===== src/rtl/sqrt_pkg.sv =====
// Shared types for the non-restoring square-root engine.
// Holds default widths, the sequencer state encoding and root/remainder types.
package sqrt_pkg;

    localparam int DATA_W = 32;
    localparam int Q_W    = DATA_W / 2;

    typedef enum logic [1:0] {
        IDLE,
        ITER,
        FIX,
        DONE
    } sqrt_state_t;

    typedef logic        [Q_W-1:0] root_t;
    typedef logic signed [Q_W+1:0] rem_t;

endpackage


===== src/rtl/sqrt_nr_step.sv =====
// One combinational non-restoring square-root iteration.
// Ports: r_i/q_i current remainder/root, pair_i next radicand bit pair,
//        rn_o/qn_o next remainder/root.
module sqrt_nr_step #(
    parameter int Q_W = 16
) (
    input  logic [Q_W+1:0] r_i,
    input  logic [Q_W-1:0] q_i,
    input  logic [1:0]     pair_i,
    output logic [Q_W+1:0] rn_o,
    output logic [Q_W-1:0] qn_o
);

    logic [Q_W+1:0] shifted;

    // Two's complement bit patterns: add/sub on raw bits, sign is the MSB.
    assign shifted = (r_i << 2) | {{Q_W{1'b0}}, pair_i};

    assign rn_o = r_i[Q_W+1] ? shifted + {q_i, 2'b11}
                             : shifted - {q_i, 2'b01};

    assign qn_o = {q_i[Q_W-2:0], ~rn_o[Q_W+1]};

endmodule


===== src/rtl/sqrt_nr_engine.sv =====
// Iterative non-restoring integer square root, one root bit per clock.
// Ports: clk, rst (async active-high), init (start, samples D), D radicand,
//        Q root, R signed remainder, RDY idle/result valid, DONE 1-cycle pulse.
// Build option SQRT_REM_FIX_EN adds a FIX cycle so R is the true remainder.
module sqrt_nr_engine #(
    parameter int DATA_W = 32
) (
    input  logic                       clk,
    input  logic                       rst,
    input  logic                       init,
    input  logic [DATA_W-1:0]          D,
    output logic [DATA_W/2-1:0]        Q,
    output logic signed [DATA_W/2+1:0] R,
    output logic                       RDY,
    output logic                       DONE
);

    import sqrt_pkg::*;

    localparam int Q_W   = DATA_W / 2;
    localparam int CNT_W = $clog2(Q_W);

    sqrt_state_t       state_q;
    logic [DATA_W-1:0] d_q;
    logic [CNT_W-1:0]  cnt_q;
    logic [Q_W-1:0]    q_q;
    logic [Q_W-1:0]    q_d;
    logic [Q_W+1:0]    r_q;
    logic [Q_W+1:0]    r_d;
    logic              rdy_q;
    logic              done_q;
    logic [1:0]        pair;

    assign pair = d_q[{cnt_q, 1'b0} +: 2];

    sqrt_nr_step #(
        .Q_W (Q_W)
    ) u_step (
        .r_i    (r_q),
        .q_i    (q_q),
        .pair_i (pair),
        .rn_o   (r_d),
        .qn_o   (q_d)
    );

    // init restarts from any state; DONE output only flags the entry cycle.
    always_ff @(posedge clk or posedge rst) begin
        if (rst) begin
            state_q <= sqrt_pkg::IDLE;
            d_q     <= '0;
            cnt_q   <= '0;
            q_q     <= '0;
            r_q     <= '0;
            rdy_q   <= 1'b1;
            done_q  <= 1'b0;
        end else if (init) begin
            state_q <= sqrt_pkg::ITER;
            d_q     <= D;
            cnt_q   <= CNT_W'(Q_W - 1);
            q_q     <= '0;
            r_q     <= '0;
            rdy_q   <= 1'b0;
            done_q  <= 1'b0;
        end else begin
            done_q <= 1'b0;
            case (state_q)
                sqrt_pkg::ITER: begin
                    q_q <= q_d;
                    r_q <= r_d;
                    if (cnt_q == '0) begin
`ifdef SQRT_REM_FIX_EN
                        state_q <= sqrt_pkg::FIX;
`else
                        state_q <= sqrt_pkg::DONE;
                        rdy_q   <= 1'b1;
                        done_q  <= 1'b1;
`endif
                    end else begin
                        cnt_q <= cnt_q - 1'b1;
                    end
                end
`ifdef SQRT_REM_FIX_EN
                sqrt_pkg::FIX: begin
                    // Negative raw remainder is short by 2Q+1.
                    if (r_q[Q_W+1]) begin
                        r_q <= r_q + {1'b0, q_q, 1'b1};
                    end
                    state_q <= sqrt_pkg::DONE;
                    rdy_q   <= 1'b1;
                    done_q  <= 1'b1;
                end
`endif
                default: begin
                end
            endcase
        end
    end

    assign Q    = q_q;
    assign R    = r_q;
    assign RDY  = rdy_q;
    assign DONE = done_q;

endmodule


===== config.mk =====
export PLATFORM = sky130hd
export DESIGN_NAME = sqrt_nr_engine
export DESIGN_NICKNAME = d
export VERILOG_FILES = /design/src/rtl/sqrt_pkg.sv /design/src/rtl/sqrt_nr_step.sv /design/src/rtl/sqrt_nr_engine.sv
export SDC_FILE = /design/constraint.sdc
export NUM_CORES = 1
export LEC_CHECK = 0
export BUFFER_PORTS_ARGS = -buffer_cell sky130_fd_sc_hd__buf_2
export CORE_MARGIN = 2
export CORE_UTILIZATION = 50
export CTS_BUF_LIST = sky130_fd_sc_hd__clkbuf_16
export CTS_CLUSTER_DIAMETER = 150
export DETAILED_ROUTE_END_ITERATION = 7
export PLACE_DENSITY = 0.73
export SLEW_MARGIN = 30
export SYNTH_ARGS = -nofsm -noshare
export SYNTH_HDL_FRONTEND = slang
export SYNTH_SLANG_ARGS = --single-unit

===== constraint.sdc =====
create_clock -name clk -period 4.3 [get_ports clk]
set_clock_uncertainty 0.15 [all_clocks]
set_input_delay 0.215 -clock clk [delete_from_list [all_inputs] [get_ports clk]]
set_output_delay 0.215 -clock clk [all_outputs]
set_load 0.02 [all_outputs]

==> flow_metrics.tcl <==
set metrics [dict create \
    area_delta_synth_final_pct 27.8 \
    crit_start "cnt_q[0]$_DFFE_PP0P_" \
    ys_warn_count 0 \
    timing.hold.ws_ps 327 \
    layout.nets 508 \
    core_sq_um 7730 \
    diodes 0 \
    fillCellCount 591 \
    synth_area_sq_um 3990 \
    async_reset_ff_frac 1.00 \
    grt_antenna_before_repair 0 \
    routed_via_density 5.60 \
    clock_sinks 74 \
    hold_violations 0 \
    ir_worst_vdd_v 0.000364 \
    setup_viol 0 \
    cts.reportedPaths.clkPinSlew_ps 60 \
    synth_area_leader_cell "dfrtp_1" \
    hp-start "RDY$_DFFE_PP1P_" \
    syn_area_per_cell_sq_um 11.1 \
    placed_area_sq_um 4420 \
    power_switching_mw 1.28 \
    drtIter0Drc 142 \
    die_area_sq_um 8710 \
    grt_max_degree 48 \
    dp.cells 514 \
    start_util 0.516 \
    switching_share 0.385 \
    cts-root-buf "clkbuf_16" \
    status "finished, final reports clean" \
    ios 71 \
    synth_edf_count 0 \
    maxSlewHeadroom 0.434 \
    hold_class "register to register" \
    grt_usage 0.239 \
    post_cts_buffers 0 \
    maxSlewViolCount 0 \
    synth_top_area_share 0.458 \
    design_area_sq_um 5100 \
    synthFlopType "dfrtp_1" \
    cp.arrival_ps 4010 \
    rsz0062_at_grt "no" \
    final_cells 563 \
    p_leak_nw 2.37 \
    worstReg2RegStart "cnt_q[0]$_DFFE_PP0P_" \
    cp-start-kind "register" \
    netlist_instances 358 \
    yosysSeqAreaShare 0.465 \
    vias 3154 \
    numCtsBuffers 9 \
    dp_hpwl_mm 6.22 \
    grt_overflow 0 \
    min_period_ps 3940 \
    dr.pass1.iters 4 \
    wl_per_cell_microns 16.7 \
    ant_nets 0 \
    port_buffers 70 \
    clkPwrFrac 0.261 \
    cts_tree "done" \
    cts_buffer_depth 2 \
    p_seq_frac 0.274 \
    syn_nets 410 \
    place_congestion 0.908 \
    synthDistinctLibCells 50 \
    cap_viol_max_count 0 \
    p_comb_frac 0.465 \
    grt_pass1_wl_mm 16.0 \
    fmax_ghz 0.254 \
    routed_wl_mm 9.41 \
    fin_util 0.660 \
    worst_setup_path_end_kind "register" \
    worst-setup-path-type "register to register" \
    die_h_microns 93.3 \
    die_x_microns 93.3 \
    tns_ps 0 \
    drive_gt1_frac 0.306 \
    cts_resized 0 \
    synth.area.top_cells "dfrtp_1 (46%), mux2_2 (9.0%), ha_1 (5.3%), xnor2_1 (5.1%), mux4_2 (4.5%)" \
    power_density_nw_per_um2 654 \
    ys_ff_latch 74 \
    path_max_fanout 10 \
    crit_required_ps 4370 \
    p_int_mw 2.05 \
    htree_levels 3 \
    rows 32 \
    worst_pin_slew_ps 848 \
    clkLatencyLatePin_ps 330 \
    grt_pass1_vias 3283 \
    drc 0 \
    fin_crit_sh 0.916 \
]
==> flip-flops by register name, summed over array words and instances, names as in the netlist <==
name     cells
DONE         1
state_q      2
RDY          1
cnt_q        4
d_q         32
Q           16
R           18
==> layout make-up <==
| class | instances | area, sq um | area share |
|---|---|---|---|
| clock buffer | 9 | 225 | 0.0442 |
| clock inverter | 7 | 125 | 0.0245 |
| inverter | 13 | 51.3 | 0.0101 |
| multi-input combinational | 251 | 2000 | 0.393 |
| sequential | 74 | 1850 | 0.364 |
| tap | 102 | 128 | 0.0250 |
| timing repair buffer | 107 | 711 | 0.139 |
==> timing repair <==
item	in CTS	in global routing
endpoints found under the hold margin	77	0
setup endpoints to repair	0	0
hold buffers	33	0
==> power by group through the flow <==
| stage | clock (mW) | combinational (mW) | sequential (mW) |
|---|---|---|---|
| 2_1_floorplan | 0 | 1.09 | 0.978 |
| 6_report | 0.869 | 1.55 | 0.914 |
| 5_1_grt | 0.917 | 1.73 | 0.927 |
| 3_5_place_dp | 0 | 1.49 | 0.926 |
| 4_1_cts | 0.882 | 1.54 | 0.915 |
| 3_3_place_gp | 0 | 1.46 | 0.922 |
==> worst paths after layout <==
kind / end / slack, ps / cells after the start
worst max-delay path: R[12]$_DFFE_PP0P_ / 360 / 13
worst max register to register: R[12]$_DFFE_PP0P_ / 360 / 13
worst min-delay path: RDY$_DFFE_PP1P_ / 330 / 2
worst min register to register: RDY$_DFFE_PP1P_ / 330 / 2
max in group asynchronous: d_q[23]$_DFFE_PP0P_ / 2880 / 4
min in group asynchronous: Q[12]$_DFFE_PP0P_ / 340 / 3
==> cells in the final DEF (no fill, tap or decap), drive strengths merged, types with 6 or more instances in the layout <==
cell         count
buf             74
dfrtp           73
dlygate4sd3     33
mux2            32
nand2           26
o21ai           24
xnor2           23
ha              17
a22o            16
nor2            16
inv             14
a21oi           10
nand3           10
clkbuf           9
mux4             8
a21o             7
a31oi            7
nand2b           6
==> cells in the mapped netlist, types with 2 or more instances <==
cell       count
dfrtp_1       73
mux2_2        32
nand2_1       26
xnor2_1       23
o21ai_0       18
clkbuf_1      17
ha_1          17
a22o_1        16
nor2_1        16
inv_1         13
a21oi_1       10
nand3_1        9
mux4_2         8
a21o_1         7
a31oi_1        6
nand2b_1       6
nor2b_1        5
o21ai_1        5
or3_1          5
xor2_1         5
a211oi_1       3
a32o_1         3
nand4_1        3
a21boi_0       2
and3_1         2
o2111ai_1      2
o21bai_1       2
or2_2          2
==> metal layers <==
layer | vias up | share of wire | global-route usage
li1 | 1501 | - | -
met1 | 1528 | 0.42 | 0.296
met2 | 100 | 0.50 | 0.400
met3 | 25 | 0.049 | 0.0572
met4 | 0 | 0.028 | 0.0980
met5 | - | 0 | 0
==> cells by family (layout without fill, tap and decap cells) <==
group | count (synthesis) | after routing | share of synthesized area
and+or+nand+nor | 79 | 79 | 0.0960
xor gates and xnor gates | 28 | 28 | 0.0615
muxes | 41 | 41 | 0.138
DFF | 74 | 74 | 0.465
adders and majority gates | 17 | 17 | 0.0533
AOI/OAI and AO/OA | 86 | 86 | 0.153
buffers and inverters | 33 | 136 | 0.0333
==> metrics by stage <==
stage / setup slack (ps) / power (mW)
after floorplan: 787 / 2.07
after global placement: 661 / 2.39
after detailed placement: 523 / 2.42
after CTS: 386 / 3.33
after global routing: 72.3 / 3.57
final: 359 / 3.33
==> critical path, stage by stage, from the launching register on <==
cell and delay, ps:
dfrtp_1 670, mux4_2 580, a22oi_1 240, nand3_1 190, inv_1 100, ha_1 190, nor2b_1 60, o21ai_1 160
a21boi_0 160, o2111a_1 280, o21ai_1 310, a21oi_1 150, or3_1 340, a32o_1 250
No activity file was read; power rests on OpenSTA's default activity.
